==> config.mk <==
export PLATFORM = sky130hd
export DESIGN_NAME = sram_arbiter
export DESIGN_NICKNAME = d
export VERILOG_FILES = /design/src/rtl/sram_arbiter_pkg.sv /design/src/rtl/sram_arbiter.sv
export SDC_FILE = /design/constraint.sdc
export NUM_CORES = 1
export LEC_CHECK = 0
export CORE_MARGIN = 5
export CORE_UTILIZATION = 37
export DETAILED_ROUTE_END_ITERATION = 10
export MAX_ROUTING_LAYER = met4
export PLACE_DENSITY = 0.75
export SLEW_MARGIN = 20
export SYNTH_ARGS = -nofsm -noshare
export SYNTH_HDL_FRONTEND = slang
export SYNTH_SLANG_ARGS = --single-unit
export TNS_END_PERCENT = 100
==> constraint.sdc <==
create_clock -name clk -period 2.2 [get_ports clk]
set_clock_uncertainty 0.15 [all_clocks]
set_input_delay 0.44 -clock clk [delete_from_list [all_inputs] [get_ports clk]]
set_output_delay 0.44 -clock clk [all_outputs]
set_load 0.005 [all_outputs]
==> src/rtl/sram_arbiter_pkg.sv <==
// Shared state encoding and requester IDs for the two-port SRAM arbiter.
package sram_arbiter_pkg;

  typedef enum logic [1:0] {
    IDLE   = 2'd0,
    SETUP  = 2'd1,
    STROBE = 2'd2,
    HOLD   = 2'd3
  } arbState_t;

  localparam logic REQ_JTAG = 1'b0;
  localparam logic REQ_CORE = 1'b1;

endpackage

==> src/rtl/sram_arbiter.sv <==
// Arbitrates JTAG and core accesses onto one asynchronous SRAM port using a
// SETUP/STROBE/HOLD cycle; every SRAM pin and ack comes straight from a flop.
module sram_arbiter
  import sram_arbiter_pkg::*;
#(
  parameter int STROBE_CYCLES = 1
) (
  input  logic        clk,
  input  logic        rstn,
  input  logic        jtag_req,
  input  logic        jtag_wr,
  input  logic [15:0] jtag_addr,
  input  logic [15:0] jtag_wdata,
  output logic        jtag_ack,
  output logic [15:0] jtag_rdata,
  input  logic        core_req,
  input  logic        core_wr,
  input  logic [15:0] core_addr,
  input  logic [15:0] core_wdata,
  output logic        core_ack,
  output logic [15:0] core_rdata,
  input  logic        pause,
  output logic [15:0] sram_addr,
  output logic [15:0] sram_wdata,
  output logic        sram_data_oe,
  input  logic [15:0] sram_rdata,
  output logic        sram_wr,
  output logic        sram_en,
  output logic        busy
);

  localparam logic [3:0] STROBE_LOAD = 4'(STROBE_CYCLES);

  arbState_t   stateReg, stateNext;
  logic [3:0]  cntReg, cntNext;
  logic        lastGrantReg, ownerReg;
  logic        wrLatchReg;
  logic [15:0] addrLatchReg, wdataLatchReg;
  logic        grant, grantId;
  logic        wrNext;
  logic [15:0] addrNext, wdataNext;
  logic        captureRead;

  always_comb begin
    stateNext = stateReg;
    cntNext   = cntReg;
    grant     = 1'b0;
    grantId   = REQ_JTAG;
    case (stateReg)
      IDLE: begin
        // A paused core is never eligible, so a tie always means pause = 0.
        if (jtag_req && core_req && !pause) begin
          grant   = 1'b1;
          grantId = (lastGrantReg == REQ_JTAG) ? REQ_CORE : REQ_JTAG;
        end else if (jtag_req) begin
          grant   = 1'b1;
          grantId = REQ_JTAG;
        end else if (core_req && !pause) begin
          grant   = 1'b1;
          grantId = REQ_CORE;
        end
        if (grant) stateNext = SETUP;
      end
      SETUP: begin
        stateNext = STROBE;
        cntNext   = STROBE_LOAD;
      end
      STROBE: begin
        if (cntReg <= 4'd1) stateNext = HOLD;
        else                cntNext   = cntReg - 4'd1;
      end
      HOLD:    stateNext = IDLE;
      default: stateNext = IDLE;
    endcase

    wrNext    = wrLatchReg;
    addrNext  = addrLatchReg;
    wdataNext = wdataLatchReg;
    if (grant) begin
      wrNext    = (grantId == REQ_JTAG) ? jtag_wr    : core_wr;
      addrNext  = (grantId == REQ_JTAG) ? jtag_addr  : core_addr;
      wdataNext = (grantId == REQ_JTAG) ? jtag_wdata : core_wdata;
    end
    captureRead = (stateReg == STROBE) && (stateNext == HOLD) && !wrLatchReg;
  end

  // Pins are registered from the next state so they line up with the state.
  always_ff @(posedge clk) begin
    if (!rstn) begin
      stateReg      <= IDLE;
      cntReg        <= 4'd0;
      lastGrantReg  <= REQ_CORE;
      ownerReg      <= REQ_JTAG;
      wrLatchReg    <= 1'b0;
      addrLatchReg  <= 16'd0;
      wdataLatchReg <= 16'd0;
      sram_en       <= 1'b0;
      sram_wr       <= 1'b0;
      sram_data_oe  <= 1'b0;
      sram_addr     <= 16'd0;
      sram_wdata    <= 16'd0;
      jtag_ack      <= 1'b0;
      core_ack      <= 1'b0;
      jtag_rdata    <= 16'd0;
      core_rdata    <= 16'd0;
    end else begin
      stateReg      <= stateNext;
      cntReg        <= cntNext;
      wrLatchReg    <= wrNext;
      addrLatchReg  <= addrNext;
      wdataLatchReg <= wdataNext;
      if (grant) begin
        ownerReg     <= grantId;
        lastGrantReg <= grantId;
      end
      sram_en      <= (stateNext != IDLE);
      sram_wr      <= (stateNext == STROBE) && wrNext;
      sram_data_oe <= (stateNext != IDLE) && wrNext;
      sram_addr    <= addrNext;
      sram_wdata   <= wdataNext;
      jtag_ack     <= (stateNext == HOLD) && (ownerReg == REQ_JTAG);
      core_ack     <= (stateNext == HOLD) && (ownerReg == REQ_CORE);
      if (captureRead && ownerReg == REQ_JTAG) jtag_rdata <= sram_rdata;
      if (captureRead && ownerReg == REQ_CORE) core_rdata <= sram_rdata;
    end
  end

  assign busy = (stateReg != IDLE);

endmodule

# [Word-level counts from Yosys, hierarchy flattened]
# Index checks and enable logic that the tools add are counted.
[totals] in_bits=87 out_inout_bits=70 register_bits=78 wordCells=59
[classes] bitwise_logic=1 reduce_logical=18 magnitude_cmp=1 eq_ne=6 muxes=18 addsub=1
[ops] op="2-to-1 mux 16 bit" count=2
[ops] op="logical AND 1 bit" count=11
[ops] op="2-to-1 mux 1 bit" count=11
[ops] op="equality test 2 bit, second input constant" count=4
[ops] op="case mux 2 bit (4 select lines)" count=1
[ops] op="case mux 4 bit (2 select lines)" count=1
[ops] op="nonzero test 2 bit" count=3
[ops] op="<= comparator 4 x 1 -> 1 bit, second input constant" count=1
[ops] op="2-to-1 mux 2 bit" count=2
[ops] op="2-to-1 mux 4 bit" count=1
[ops] op="subtractor 4 x 1 -> 4 bit, second input constant" count=1
[ops] op="equality test 2 x 1 -> 1 bit, second input constant" count=1
[ops] op="zero test 1 bit" count=2
[ops] op="zero test 2 bit" count=1
[ops] op="!= test 2 bit, second input constant" count=1
[ops] op="AND reduction 2 bit" count=1
[ops] op="inverter 1 bit" count=1

# [Depth between registers and ports, before layout]
# Gate-level depths: netlist of the first run.
[logic_depth] ltp_word=12 depth_mapped=8 mapped_depth_nobuf=6

# [Worst setup path before layout of the first run]
# OpenSTA, ideal clock, no wires.
[synth_timing] path_type="reg-to-reg" start="reg stateReg[0]" end="reg core_rdata[10]" required_time_ns=1.978 stages_incl_launch_ff=8 t_arrival_ns=2.018 setup_time_ns=0.072 slack_ns=-0.039 path_cell_list="dfxtp_1 > inv_1 > ha_1 > nand2_2 > or4_4 > o21ai_4 > buf_12 > mux2i_1"
[synth_between] elab_chain_len=6 word_cells_on_any_way=11 classes_between="eq/ne (4); mux (3); reduce/logical (4)"
[synth_rtl] element="start: declaration" line_no="sram_arbiter.sv:34" source="arbState_t stateReg, stateNext;"
[synth_rtl] element="start signal: assignment" line_no="sram_arbiter.sv:107" source="stateReg <= stateNext;"
[synth_rtl] element="equality test 2 bit, or another cell as far along" line_no="sram_arbiter.sv:49" source="case (stateReg)"
[synth_rtl] element="case mux 2 bit (4 select lines) (*)" line_no="sram_arbiter.sv:49"
[synth_rtl] element="named net stateNext[1]" line_no="sram_arbiter.sv:34"
[synth_rtl] element="equality test 2 bit (*)" line_no="sram_arbiter.sv:84" source="captureRead = (stateReg == STROBE) && (stateNext == HOLD) && !wrLatchReg;"
[synth_rtl] element="logical AND 1 bit (*) (2 in a row)" line_no="sram_arbiter.sv:84"
[synth_rtl] element="logical AND 1 bit (*)" line_no="sram_arbiter.sv:124" source="if (captureRead && ownerReg == REQ_CORE) core_rdata <= sram_rdata;"
[synth_rtl] element="end signal: assignment" line_no="sram_arbiter.sv:124"
[synth_rtl] element="end: declaration" line_no="sram_arbiter.sv:21" source="output logic [15:0] core_rdata,"
# Mark *: on every way through the listed nets, which the timed path passes. The rest lies on a longest branch.
# A chain may end at the register's enable or synchronous reset.

# [Final worst setup path of the first run]
[layout_timing] start="reg stateReg[0]" end="reg core_rdata[14]"
[layout_between] elab_chain_len=6 word_cells_on_any_way=11 classes_between="eq/ne (4); mux (3); reduce/logical (4)"
[layout_rtl] element="equality test 2 bit, or another cell as far along" line_no="sram_arbiter.sv:49"
[layout_rtl] element="case mux 2 bit (4 select lines)" line_no="sram_arbiter.sv:49"
[layout_rtl] element="equality test 2 bit" line_no="sram_arbiter.sv:84"
[layout_rtl] element="logical AND 1 bit (*) (2 in a row)" line_no="sram_arbiter.sv:84"
[layout_rtl] element="logical AND 1 bit (*)" line_no="sram_arbiter.sv:124"
# Mark *: on every way between the ends. The rest lies on a longest branch, timed or not.

==> reports/summary.txt, run 1 <==
Run status -> complete, no violations
Fin nets -> 598
Post-synth top area share -> 46.9%
TNS Setup -> 0 ns
Fraction of layout cells with a size suffix above 1 -> 10.2%
Worst-Skew Late Latency -> 0.34 ns
Worst endpoint data arrival time -> 2.26 ns
Die width -> 105 µm
Initial Util -> 38.0%
Clock Sinks -> 78
Cells on Worst Hold Path -> 2
Sequential cell area -> 1560 µm²
Async SR Flop Fraction -> 0%
Grt ovf -> 0
Worst slew pin tran -> 0.560 ns
Startpoint Class -> flop
Detailed Route WL -> 9630 µm
Antenna-violating nets left -> 0
Post-Syn Area -> 3330 µm²
LEAKAGE -> 2.16 nW
Critical Path Stages -> 8
Rows -> 34
Peak supply drop -> 513 µV
Clk pin slew, worst setup/hold paths -> 0.09 ns
Final min period -> 2.13 ns
Max H-tree Level -> 3
I/O pin count -> 157
Sequential area share after synthesis -> 46.9%
Number of synthesized register bits -> 78
Port bufs -> 156
Max transition margin -> 62.3%
Req. time, crit path -> 2.33 ns
Initial drt markers -> 103
Post-Syn Area per Cell -> 9.63 µm²
CTS buffer count -> 9
Setup violations, final -> 0
Final core utilization -> 61.2%
CTS max path bufs -> 2
Antenna violations before repair -> 0
DR vias/cell -> 4.85
Final Instance Area -> 5370 µm²
Maximum clock rate -> 470 MHz
First-pass GRT wire length -> 15400 µm
ANT cells -> 0
Syn Nets -> 439
Largest net degree at the start of global routing -> 51
Hold buffers post-CTS -> 0
Crit-path slowest cell -> or4_4
Die height -> 105 µm
Clock root cell -> clkbuf_8
Crit path buffers/inverters -> 3
Wire per inst -> 15.6 µm
Class of the worst hold path -> primary input to flop
Final HPWL DP -> 7200 µm
Final Cycle Share -> 96.8%
Crit-path max FO -> 8
Largest delay contributor family on the critical path -> simple AND/OR/NAND/NOR gates
Core area -> 8760 µm²
Final number of hold-violating endpoints -> 0
GR Util met3 -> 7.03%
Max-cap violation count -> 0
Most used routing layer -> met2
Main synth FF type -> dfxtp_1
Area contributors post-synth -> dfxtp_1, mux2i_1, nand2_1, a21oi_1, o21ai_0
CTS tree -> done
Placed cells -> 600
Die area -> 11000 µm²
Number of synthesized flops with an enable pin -> 0
Vias in the first global route -> 3206
Placed Area -> 5080 µm²
PD cells -> 777 nW/µm²
Synth Instances -> 346
# fillers -> 734
Total power -> 4.17 mW
Yosys warns -> 0
Worst path cell trace -> inv_4 > ha_4 > buf_4 > nand2_1 > or4_4 > o21ai_4 > clkbuf_16 > mux2i_1
DRC viols -> 0
Area grow syn2layout -> 61.1%
Post-synth top area cell -> dfxtp_1
Pins Over Slew Limit -> 0
Met2 Usage GRT -> 28.1%
Finished Layout Cells -> 618
Global Route Usage Sum -> 17.4%
Multi-input logic area -> 1640 µm²
Crit Path Class -> flop to flop
Worst setup EP type -> flop
CP max stage delay -> 0.46 ns
Synth unique cells -> 36
R2R depth -> 8
Pre-antenna DRT Iters -> 4
Met1 GRT Util -> 19.3%
GPL Wtd Cong -> 0.804
Detailed-route via count -> 2998
## Yosys cell counts, types with 3 or more instances
| library cell | number |
|---|---|
| dfxtp_1 | 78 |
| mux2i_1 | 65 |
| nand2_1 | 55 |
| a21oi_1 | 35 |
| o21ai_0 | 25 |
| clkbuf_1 | 17 |
| inv_1 | 9 |
| o21ai_1 | 8 |
| ha_1 | 6 |
| buf_2 | 5 |
| nand3_1 | 4 |
| o31ai_1 | 4 |
| nand2b_1 | 3 |
## state kept, by name (all words and copies together), names as in the netlist, 2 cells and up
name,flops
stateReg,2
addrLatchReg,16
wdataLatchReg,16
cntReg,4
core_rdata,16
jtag_rdata,16
## area by class of cell
| cell class | instances | area share, % |
|---|---|---|
| clock buffer | 9 | 2.31 |
| sequential | 78 | 29.1 |
| timing repair buffer | 173 | 33.2 |
| inverter | 9 | 0.723 |
| multi-input combinational | 234 | 30.6 |
| clock inverter | 7 | 1.49 |
| tap | 108 | 2.52 |
## layer usage
layer,vias to the layer above,routed length (µm)
li1,1530,-
met1,1330,4000
met2,119,4600
met3,19,792
met4,0,227
met5,-,0
## cells in the final DEF, fill, tap and decap left out, types with 3 or more instances in the layout
master and instances:
clkdlybuf4s50_1 155, dfxtp_1 76, mux2i_1 65, nand2_1 55, a21oi_1 35, o21ai_0 25
clkbuf_8 9, buf_4 9, o21ai_1 8, inv_1 7, buf_12 6, nand2b_1 3
o31ai_1 3, nand3_1 3, ha_4 3, ha_1 3, inv_6 3
## report_power, final
| part | switching, mW | internal [mW] | leakage, nW |
|---|---|---|---|
| combinational | 0.594 | 0.758 | 1.42 |
| sequential | 0.106 | 1.60 | 0.639 |
| clock | 0.570 | 0.538 | 0.0968 |
| total | 1.27 | 2.90 | 2.16 |
## cells by family after synthesis
| logic type | Yosys count | share of synthesized area (%) |
|---|---|---|
| flip-flops | 78 | 46.9 |
| AND/OR/NAND/NOR | 81 | 11.6 |
| AO/OA/AOI/OAI | 82 | 14.5 |
| adder cells (fa/ha/maj) | 6 | 2.25 |
| buffers and inverters | 34 | 5.22 |
| multiplexers | 65 | 19.5 |
## metrics by stage
step	setup slack (ns)	hold slack, ns
global placement	-0.0435	0.292
floorplan	0.0250	0.291
CTS	0.0413	0.298
detailed placement	-0.135	0.301
finish	0.0704	0.304
global route	-0.00324	0.311
## path summary, 6_finish.rpt
| path | from | end | slack (ns) |
|---|---|---|---|
| worst max-delay path | stateReg[0] | core_rdata[14] | 0.07 |
| worst max register to register | stateReg[0] | core_rdata[14] | 0.07 |
| worst min register to register | jtag_rdata[1] | jtag_rdata[1] | 0.31 |
| worst min-delay path | rstn | lastGrantReg | 0.30 |
## timing repair
item / 4_1_cts / 5_1_grt
setup endpoints to repair: 16 / 27
gates resized for setup: 0 / 10
gates cloned: 0 / 1
pin swaps: 1 / 0
hold endpoints to repair: 0 / 0
buffers inserted: 1 / 0
(Power assumes the default switching activity.)
==> run 2, diff against run 1 <==
- CAP_MARGIN: unset -> 15
==> results of run 2 <==
Final layout, timing and power as in run 1 (identical DEF).
==> run 3, diff against run 2 <==
- SKIP_CTS_REPAIR_TIMING: unset -> 1
==> run 3 against run 2 <==
Against the previous run: sequential share of layout area is the same; first-iteration DRC count shrank 8.7%; clock power is essentially flat; cell count is the same; via count grew 0.23%; critical path depth is the same; combinational power is essentially flat; setup slack lost 0.0017 ns.
==> reports/summary.txt, run 3 (synthesis gave the netlist of run 1 again) <==
Max Used Layer -> met4
Run status -> complete, no violations
Metal2 WL -> 4610 µm
Die height -> 105 µm
CTS buffer count -> 9
Max H-tree Level -> 3
Clock power frac -> 26.6%
Detailed-route via count -> 3005
# fillers -> 731
Worst Setup Slack, final -> 0.0686 ns
Area grow syn2layout -> 61.1%
Critical hold path startpoint -> rstn
Max-cap violation count -> 0
CP max stage delay -> 0.45 ns
Sequential power share -> 41.0%
Worst endpoint data arrival time -> 2.26 ns
Commonest non-fill, non-tap cells in the layout -> clkdlybuf4s50_1, dfxtp_1, mux2i_1
GPL Wtd Cong -> 0.804
R2R Setup Slk -> 0.07 ns
Pre-antenna DRT Iters -> 4
Pre-CTS setup slack -> -0.135 ns
Detailed Route WL -> 9650 µm
First-pass GRT wire length -> 15400 µm
Peak supply drop -> 513 µV
Worst path cell trace -> inv_4 > ha_4 > buf_4 > nand2_1 > or4_4 > o21ai_4 > clkbuf_16 > mux2i_1
Startpoint Class -> flop
Die width -> 105 µm
Final number of hold-violating endpoints -> 0
Clock Sinks -> 78
Pins Over Slew Limit -> 0
Global Route Usage Sum -> 17.4%
DR vias/cell -> 4.86
Maximum clock rate -> 469 MHz
Worst slew pin tran -> 0.558 ns
Setup violations, final -> 0
Req. time, crit path -> 2.33 ns
Clk pin slew, worst setup/hold paths -> 0.09 ns
CTS max path bufs -> 2
ANT cells -> 0
DRC viols -> 0
Final core utilization -> 61.2%
Port bufs -> 156
Fraction of layout cells with a size suffix above 1 -> 10.2%
R2R depth -> 8
Critical path endpoint -> core_rdata[12]
LEAKAGE -> 2.16 nW
Initial Util -> 38.0%
Reg-to-Reg End -> core_rdata[12]
Final HPWL DP -> 7200 µm
Initial drt markers -> 94
Worst-Skew Late Latency -> 0.34 ns
Crit-path max FO -> 8
Final min period -> 2.13 ns
Worst setup EP type -> flop
Finished Layout Cells -> 618
Placed cells -> 600
TNS Setup -> 0 ns
I/O pin count -> 157
Grt ovf -> 0
Sw Share -> 30.4%
Largest net degree at the start of global routing -> 51
Final Cycle Share -> 96.9%
Core area -> 8760 µm²
Crit Path Class -> flop to flop
Sw power -> 1.27 mW
Clock root cell -> clkbuf_8
Die area -> 11000 µm²
Worst R2R Start -> stateReg[0]
Rows -> 34
Routed metal-1 wirelength -> 4000 µm
Antenna-violating nets left -> 0
Antenna violations before repair -> 0
Critical path startpoint -> stateReg[0]
Routed wl met3 -> 805 µm
PD cells -> 776 nW/µm²
Commonest non-fill, non-tap cell in the layout -> clkdlybuf4s50_1
Class of the worst hold path -> primary input to flop
Fin nets -> 598
Comb power frac -> 32.4%
Power Internal -> 2.90 mW
Crit-path slowest cell -> or4_4
Wire per inst -> 15.6 µm
Vias in the first global route -> 3209
CTS tree -> done
Max transition margin -> 62.5%
run 3: worst min-delay path by stage:
stage                endpoint  cells past startpoint
2_1_floorplan    lastGrantReg                      2
3_3_place_gp   core_rdata[15]                      2
3_5_place_dp    jtag_rdata[1]                      2
4_1_cts          lastGrantReg                      2
5_1_grt          lastGrantReg                      2
6_report         lastGrantReg                      2
run 3: stage by stage:
| step | hold slack [ns] | instance area [µm²] | total power, mW |
|---|---|---|---|
| final | 0.308 | 5370 | 4.17 |
| after global routing | 0.315 | 5370 | 4.40 |
| after CTS | 0.298 | 5280 | 4.17 |
| after detailed placement | 0.301 | 5080 | 3.04 |
| after global placement | 0.292 | 5080 | 3.01 |
| after floorplan | 0.291 | 3350 | 2.32 |
run 3: layout make-up:
cell class | instances | area, µm² | share of cell area (%)
multi-input cells | 234 | 1640 | 30.6
well taps | 108 | 135 | 2.52
clock buffers | 9 | 124 | 2.31
inverters | 9 | 38.8 | 0.723
flip-flops and latches | 78 | 1560 | 29.1
clock inverters | 7 | 80.1 | 1.49
repair buffers | 173 | 1780 | 33.2
run 3: power by group through the flow:
stage	Clock, mW	Sequential [mW]	Combinational (mW)
floorplan	0	1.74	0.584
global placement	0	1.72	1.28
detailed placement	0	1.73	1.31
CTS	1.14	1.70	1.33
global route	1.20	1.73	1.47
finish	1.11	1.71	1.35
run 3: worst max-delay path, delay by kind of cell (launching register included):
family	cells	cell delay (ns)
flip-flops	1	0.34
AND/OR/NAND/NOR	2	0.53
buffers and inverters	3	0.46
multiplexers	1	0.17
AO/OA/AOI/OAI	1	0.25
adder cells (fa/ha/maj)	1	0.15
run 3: per-layer routing:
metal / up-vias / track usage (%)
li1: 1532 / -
met1: 1334 / 19.2
met2: 120 / 28.1
met3: 19 / 7.03
met4: 0 / 6.58
met5: - / -
